==> src/rtl/count_display_pkg.sv <==
// count_display_pkg
//   Shared constants and the hex-to-7-segment glyph decoder for count_display.
//   Ports: none (package).
package count_display_pkg;

  // Digit enables are active-low: exactly one digit is driven at a time.
  localparam logic [1:0] DIG_LO    = 2'b10;
  localparam logic [1:0] DIG_HI    = 2'b01;
  localparam logic [6:0] SEG_RESET = 7'h3F;

  // Active-high segments, bit 0 = a ... bit 6 = g.
  function automatic logic [6:0] hex2seg(input logic [3:0] val);
    logic [6:0] glyph;
    case (val)
      4'h0: glyph = 7'h3F;
      4'h1: glyph = 7'h06;
      4'h2: glyph = 7'h5B;
      4'h3: glyph = 7'h4F;
      4'h4: glyph = 7'h66;
      4'h5: glyph = 7'h6D;
      4'h6: glyph = 7'h7D;
      4'h7: glyph = 7'h07;
      4'h8: glyph = 7'h7F;
      4'h9: glyph = 7'h6F;
      4'hA: glyph = 7'h77;
      4'hB: glyph = 7'h7C;
      4'hC: glyph = 7'h39;
      4'hD: glyph = 7'h5E;
      4'hE: glyph = 7'h79;
      default: glyph = 7'h71;
    endcase
    return glyph;
  endfunction

endpackage

==> src/rtl/count_display_sync_chain.sv <==
// sync_chain
//   Multi-flop synchronizer for a WIDTH-bit bundle of asynchronous inputs.
//   Ports:
//     cp   - system clock
//     clr  - asynchronous active-low reset, loads RST_VAL into every stage
//     d    - asynchronous input
//     q    - synchronized output (last stage)
module sync_chain #(
  parameter int               WIDTH   = 1,
  parameter int               STAGES  = 2,
  parameter logic [WIDTH-1:0] RST_VAL = '0
) (
  input  logic             cp,
  input  logic             clr,
  input  logic [WIDTH-1:0] d,
  output logic [WIDTH-1:0] q
);

  logic [WIDTH-1:0] stage [STAGES];

  always_ff @(posedge cp or negedge clr) begin
    if (!clr) begin
      for (int i = 0; i < STAGES; i++) stage[i] <= RST_VAL;
    end else begin
      stage[0] <= d;
      for (int i = 1; i < STAGES; i++) stage[i] <= stage[i-1];
    end
  end

  assign q = stage[STAGES-1];

endmodule

==> src/rtl/count_display.sv <==
// count_display
//   Cascades a 4-bit up/down counter into a second (high) hex digit and
//   drives both digits onto a time-multiplexed two-digit 7-segment display.
//   Ports:
//     cp      - system clock, rising edge
//     clr     - asynchronous active-low reset
//     qin     - counter value, shown as the low digit (asynchronous)
//     qcc_in  - counter carry/borrow, active-low, idles high (asynchronous)
//     m_in    - counter direction, 1 = up, 0 = down (asynchronous)
//     hclr_n  - active-low clear of the high digit (asynchronous, level)
//     hi      - high digit
//     ovf     - one-cycle pulse when hi wraps
//     seg     - active-high segments, seg[0] = a ... seg[6] = g
//     dig     - active-low digit enables, dig[0] = low, dig[1] = high
module count_display
  import count_display_pkg::*;
#(
  parameter int SCAN_DIV    = 50000,
  parameter int SYNC_STAGES = 2
) (
  input  logic       cp,
  input  logic       clr,
  input  logic [3:0] qin,
  input  logic       qcc_in,
  input  logic       m_in,
  input  logic       hclr_n,
  output logic [3:0] hi,
  output logic       ovf,
  output logic [6:0] seg,
  output logic [1:0] dig
);

  localparam int DIV_W = (SCAN_DIV > 1) ? $clog2(SCAN_DIV) : 1;

  logic [3:0]       qin_sync;
  logic             m_sync;
  logic             qcc_sync;
  logic             hclr_sync;
  logic             qcc_prev;
  logic             carry_evt;
  logic [DIV_W-1:0] div;
  logic             tick;
  logic             sel;

  sync_chain #(.WIDTH(4), .STAGES(SYNC_STAGES), .RST_VAL(4'h0)) u_sync_qin (
    .cp(cp), .clr(clr), .d(qin), .q(qin_sync)
  );

  sync_chain #(.WIDTH(1), .STAGES(SYNC_STAGES), .RST_VAL(1'b0)) u_sync_m (
    .cp(cp), .clr(clr), .d(m_in), .q(m_sync)
  );

  sync_chain #(.WIDTH(1), .STAGES(SYNC_STAGES), .RST_VAL(1'b1)) u_sync_qcc (
    .cp(cp), .clr(clr), .d(qcc_in), .q(qcc_sync)
  );

  sync_chain #(.WIDTH(1), .STAGES(SYNC_STAGES), .RST_VAL(1'b1)) u_sync_hclr (
    .cp(cp), .clr(clr), .d(hclr_n), .q(hclr_sync)
  );

  // Falling edge of the synchronized carry. qcc_prev resets high so that
  // leaving reset with the carry idle never looks like an edge, and a held
  // carry yields a single event.
  assign carry_evt = qcc_prev & ~qcc_sync;

  always_ff @(posedge cp or negedge clr) begin
    if (!clr) begin
      qcc_prev <= 1'b1;
      hi       <= 4'h0;
      ovf      <= 1'b0;
    end else begin
      qcc_prev <= qcc_sync;
      if (!hclr_sync) begin
        hi  <= 4'h0;
        ovf <= 1'b0;
      end else if (carry_evt && m_sync) begin
        hi  <= hi + 4'h1;
        ovf <= (hi == 4'hF);
      end else if (carry_evt) begin
        hi  <= hi - 4'h1;
        ovf <= (hi == 4'h0);
      end else begin
        ovf <= 1'b0;
      end
    end
  end

  assign tick = (div == DIV_W'(SCAN_DIV - 1));

  always_ff @(posedge cp or negedge clr) begin
    if (!clr) begin
      div <= '0;
      sel <= 1'b0;
    end else begin
      div <= tick ? '0 : div + DIV_W'(1);
      if (tick) sel <= ~sel;
    end
  end

  // seg and dig are registered from the same sel, so they always switch on
  // the same edge and a digit never shows the other digit's glyph.
  always_ff @(posedge cp or negedge clr) begin
    if (!clr) begin
      seg <= SEG_RESET;
      dig <= DIG_LO;
    end else begin
      seg <= hex2seg(sel ? hi : qin_sync);
      dig <= sel ? DIG_HI : DIG_LO;
    end
  end

endmodule

==> config.mk <==
export PLATFORM = sky130hd
export DESIGN_NAME = count_display
export DESIGN_NICKNAME = d
export VERILOG_FILES = /design/src/rtl/count_display_pkg.sv /design/src/rtl/count_display_sync_chain.sv /design/src/rtl/count_display.sv
export SDC_FILE = /design/constraint.sdc
export NUM_CORES = 1
export LEC_CHECK = 0
export ABC_AREA = 1
export CORE_ASPECT_RATIO = 1.5
export CORE_UTILIZATION = 45
export DETAILED_ROUTE_END_ITERATION = 12
export PLACE_DENSITY = 0.72
export SYNTH_ARGS = -nofsm -noshare
export SYNTH_HDL_FRONTEND = slang
export SYNTH_SLANG_ARGS = --single-unit
==> constraint.sdc <==
create_clock -name cp -period 1.8 [get_ports cp]
set_input_delay 0.36 -clock cp [delete_from_list [all_inputs] [get_ports cp]]
set_output_delay 0.36 -clock cp [all_outputs]
set_load 0.05 [all_outputs]
### Word level (Yosys, flattened, before mapping)

Memories as Yosys holds them, arrays and structs flattened. A register that Yosys moved wholly into a read port is not among the register bits.
Index checks and enable logic that the tools add are counted.

* add/sub/neg operators: 3
* eq/ne operators: 3
* muxes and demuxes: 9
* bitwise operators: 3
* reduce and logical (&&, ||, !) cells: 3

Operators with widths (count)
* adder 16 x 1 -> 16 bit (second input constant): 1
* == test 16 bit (second input constant): 1
* 2-to-1 mux 16 bit: 1
* 2-to-1 mux 4 bit: 4
* adder 4 x 1 -> 4 bit (second input constant): 1
* == test 4 bit (second input constant): 1
* logical NOT 4 bit: 1
* subtractor 4 x 1 -> 4 bit (second input constant): 1
* 2-to-1 mux 1 bit: 3
* != test 3 bit (second input constant): 1
* 2-to-1 mux 2 bit: 1
* NOT 1 bit: 2
* AND 1 bit: 1
* logical AND 1 bit: 1
* logical NOT 1 bit: 1

* register bits: 39
* bits in read-only memories: 112
* bits of input ports: 9
* output and inout port bits: 14
* logic and storage cells: 36
* memories: 1

Memories
* (name not given): depth 16, width 7, rd ports 1, clocked after Yosys merged registers in 1, wr ports 0, RTL line count_display_pkg.sv:14 `case (val)`

### Longest topological paths before layout

* depth after elaboration: 5
* mapped depth: 10
* depth with buffers taken out: 10

### Cells and area by module

Synthesis repeated with hierarchy kept, for this count alone.

* cell total of the unflattened synthesis: 239
* area total of the unflattened synthesis: 2185.8 µm²

Modules (own cells, without submodules)
* count_display: instances 1, cells an instance 221, area an instance 1800.5 µm², seq. area each 810.8 µm²
* sync_chain (u_sync_qin): instances 1, cells an instance 12, area an instance 230.2 µm², seq. area each 200.2 µm²
* sync_chain (u_sync_hclr ...): instances 2, cells an instance 2, area an instance 52.6 µm², seq. area each 52.6 µm²
* sync_chain (u_sync_m): instances 1, cells an instance 2, area an instance 50.0 µm², seq. area each 50.0 µm²

### Least setup slack after synthesis

OpenSTA, ideal clock, no wires.

* path kind: flip-flop to flip-flop
* from: reg hi[0]
* to: reg seg[6]
* library setup time: 130 ps
* data arrival time: 1662 ps
* required time: 1670 ps
* slack: 8 ps
* cell stages (with the launch flop): 9
* buffers on the path: 0
* period minus slack after synthesis: 1792 ps
* cell sequence: dfrtp_1 inv_1 nand2_1 o21ai_0 inv_1 ha_1 inv_1 o21ai_0 o22ai_1

* cells in the longest elaborated chain, start to end: 1

Ends and longest elaborated chain
* start, declared: RTL line count_display.sv:27 `output logic [3:0] hi,`
* start signal, assigned: RTL line count_display.sv:77 `hi <= hi + 4'h1;`
* start signal, assigned: RTL line count_display.sv:80 `hi <= hi - 4'h1;`
* 2-to-1 mux 4 bit: RTL line count_display.sv:107 `seg <= hex2seg(sel ? hi : qin_sync);`
* end, declared: RTL line count_display.sv:29 `output logic [6:0] seg,`

No other way between the ends.
A chain may end at the register's enable or synchronous reset.

### Final worst setup path

* from: reg qcc_prev
* to: reg hi[2]

* cells in the longest elaborated chain, start to end: 4
* elaborated cells on any way between the ends: 5
* classes of those cells: eq/ne (1); mux (2); bitwise (1); reduce/logical (1)

Ends and longest elaborated chain
* start, declared: RTL line count_display.sv:39 `logic qcc_prev;`
* start signal, assigned: RTL line count_display.sv:72 `qcc_prev <= qcc_sync;`
* AND 1 bit *: RTL line count_display.sv:64 `assign carry_evt = qcc_prev & ~qcc_sync;`
* logical AND 1 bit: RTL line count_display.sv:76 `end else if (carry_evt && m_sync) begin`
* 2-to-1 mux 4 bit: RTL line count_display.sv:76
* 2-to-1 mux 4 bit: RTL line count_display.sv:73 `if (!hclr_sync) begin`

Every way passes the cells marked *; elsewhere a longest branch is shown, timed or not.

==> summary.md <==
Worst setup path
- 1790 ps — critical path data arrival time
- flop — Setup crit end kind
- flop — Worst setup SP type
- flip-flops — kind of cell with the highest combined delay on the critical path
- inv_1, nor2_1, nand3_1, nand2_1, inv_1, ha_1, inv_1, nand2_1, xor2_1, o22ai_1 — Cell Chain, Critical Path
- 4 — CP max FO
- 550 ps — slowest stage delay, CP
- reg2reg — critical path class
- 3 — number of buffer and inverter instances along the worst setup path
- inv_1 — Critical Path Most Common Cell
- 1980 ps — CP Data Required Time
- dfstp_2 — standard cell with the maximum stage delay on the critical path

CTS
- 46 — CTS Sinks
- 300 ps — clock latency reported for the late side of the worst-skew pair
- clkbuf_8 — CTS root buffer
- 0 — hold-fix buffers at CTS
- 2 — maximum count of clock buffers along a single path
- yes — clock tree from TritonCTS
- 5 — CTS Buf Count
- 2 — maximum level of the CTS H-tree
- 0 — post-CTS setup buffer count
- 0 — post-CTS sizing
- 80 ps — clock transition at the registers of the reported paths

Job
- 0 — number of max-cap violations

Global route
- 17.36% — gr usage total
- 0 — initial antenna violation count
- 47 — maximum number of pins on one net before global-route repair
- 0 — total grt overflow
- 1613 — via count of the first global-routing pass
- 6.603 mm — wire length of the first global-routing pass

Logic synthesis
- 0 — number of warning messages in the yosys log
- 100.0% — async set-reset flop share out of synthesis
- 9.018 sq um — average cell area after synthesis
- 241 — count of mapped cells out of synthesis
- 27 — synth unique cells
- 53.66% — sequential area share after synthesis
- 2173 sq um — post-synthesis instance area
- dfrtp_1 — ys flop type
- 46 — total of flip-flops plus latches after synthesis
- 260 — Synth Net Count
- 0 — number of synthesized flops with an enable pin

STA
- false — RSZ-0062 raised after global routing
- 621.9 MHz — Max Freq
- 89.34% — period utilisation layout
- 2.770 ps — worst setup skew after layout
- 0 — number of max-slew violations in the final report
- 1608 ps — min Tclk post-route
- 554.4 ps — worst slew pin tran
- 63.04% — worst slew margin relative to its limit
- 0 — number of setup violations in the final report
- 0 — Final Hold Viols
- 0 ps — total negative slack for setup checks

Place
- 22 — buffers added on ports
- 2441 sq um — post-detailed-placement cell area
- 2.774 mm — DPL Wire Length
- 0.9131 — global placement routability congestion

Outcome
- complete, no violations — outcome

Die
- 4579 sq um — Core Box Area
- 23 — IO Pins
- 87.12 microns — chip height
- 30 — placement row count
- 47.46% — starting utilization of the core area
- 5117 sq um — area enclosed by the die boundary
- 58.74 microns — Die Width

Pwr
- 1.305 nW — leakage power total
- 0.0006447 V — IR Drop Worst-Case VDD
- 905.3 nW/um^2 — power density over the cells

Detailed routing
- 3.721 mm — Total Wirelength
- 43 — number of design-rule violations left by the first detailed-router iteration
- 4.792 — average vias per placed instance
- 0 — post-detailed-route count of antenna-violating nets
- 1610 — via count
- 0 — DRC violations left
- 11.07 microns — per-cell routed wire length
- 4 — detailed-routing iteration count for the pre-antenna-repair pass

Cells and area
- nand2_1 — most common library cell in the layout ignoring fill and taps
- 290 — nets@finish
- 17.33% — area delta synth->final
- 0 — Antenna diodes
- 2550 sq um — cell area after layout
- 48 x nand2_1, 40 x inv_1, 34 x dfrtp_1, 33 x nor2_1, 16 x buf_4 — most used cells in the layout excluding fill and tap cells
- 19.12% — share of post-route cells with drive strength above 1

Hold path
- in2async — classification of the worst-slack hold path

## area by class of cell
type / instances / area, sq um
timing repair buffer: 24 / 195.2
clock inverter: 3 / 40.04
sequential: 46 / 1166
inverter: 44 / 165.2
tap: 64 / 80.08
fill: 422 / 2029
clock buffer: 5 / 68.82
multi-input combinational: 150 / 834.6
## registers in the layout, indices dropped and copies added, names as in the netlist, 2 cells and up
| signal | count |
|---|---|
| u_sync_qin.stage | 4 |
| seg | 7 |
| hi | 4 |
| dig | 2 |
| div | 16 |
| u_sync_qin.q | 4 |
## synth_stat cells, types with 2 or more instances
library cell / count / area share (%)
o21ai_2: 2 / 0.81
nor3_1: 4 / 0.92
xor2_1: 6 / 2.4
o21bai_1: 2 / 0.69
nand2_1: 48 / 8.3
nand4_1: 6 / 1.7
inv_1: 40 / 6.9
dfstp_2: 12 / 15
o22ai_1: 4 / 1.2
dfrtp_1: 34 / 39
nand2_2: 2 / 0.58
ha_1: 10 / 5.8
nor2_1: 33 / 5.7
a21oi_1: 2 / 0.46
inv_2: 4 / 0.69
o21ai_0: 10 / 2.3
nand3_1: 11 / 2.5
nor2_2: 2 / 0.58
## power breakdown
part           total, mW  internal, mW  switching, mW
Combinational      0.427         0.136          0.291
Sequential          1.14          1.10         0.0374
Clock              0.745         0.409          0.336
## final timing paths
path | startpoint | end | slack, ps | cells past startpoint
setup / recovery | qcc_prev | hi[2] | 190 | 10
hold / removal | clr | hi[1] | 120 | 2
setup reg to reg | qcc_prev | hi[2] | 190 | 10
hold reg to reg | u_sync_qin.stage[4] | u_sync_qin.q[0] | 350 | 0
max in group asynchronous | clr | seg[0] | 1290 | 2
min in group cp | u_sync_qin.stage[4] | u_sync_qin.q[0] | 350 | 0
## logic make-up (layout without fill, tap and decap cells)
| family | after synthesis | after routing | share of synthesized area (%) |
|---|---|---|---|
| adders and majority gates | 10 | 10 | 5.757 |
| AOI/OAI and AO/OA | 23 | 23 | 6.736 |
| and+or+nand+nor | 111 | 111 | 23.49 |
| DFF | 46 | 46 | 53.66 |
| xor gates and xnor gates | 6 | 6 | 2.418 |
| buffers and inverters | 45 | 76 | 7.944 |
## metrics by stage
stage	setup WS (ps)	instances	hold WS, ps	util [%]	total power, mW
after global routing	35.34	336	179.0	55.68	2.432
after global placement	261.0	328	332.2	53.31	1.579
after CTS	195.4	336	142.4	55.68	2.345
after floorplan	8.008	241	64.41	-	1.443
after detailed placement	217.3	328	334.7	53.31	1.586
final	191.9	336	119.2	55.68	2.308
## routing by layer
metal / up-vias / global-route usage (%) / wire (microns) / share of wire (%)
met5: - / 0 / 0 / 0
met4: 0 / 11.47 / 154 / 4.1
met3: 14 / 4.012 / 123 / 3.3
met2: 41 / 31.10 / 1973 / 53
met1: 748 / 17.34 / 1469 / 39
li1: 807 / - / - / -
Note: power is estimated with default switching activity, not from simulation.
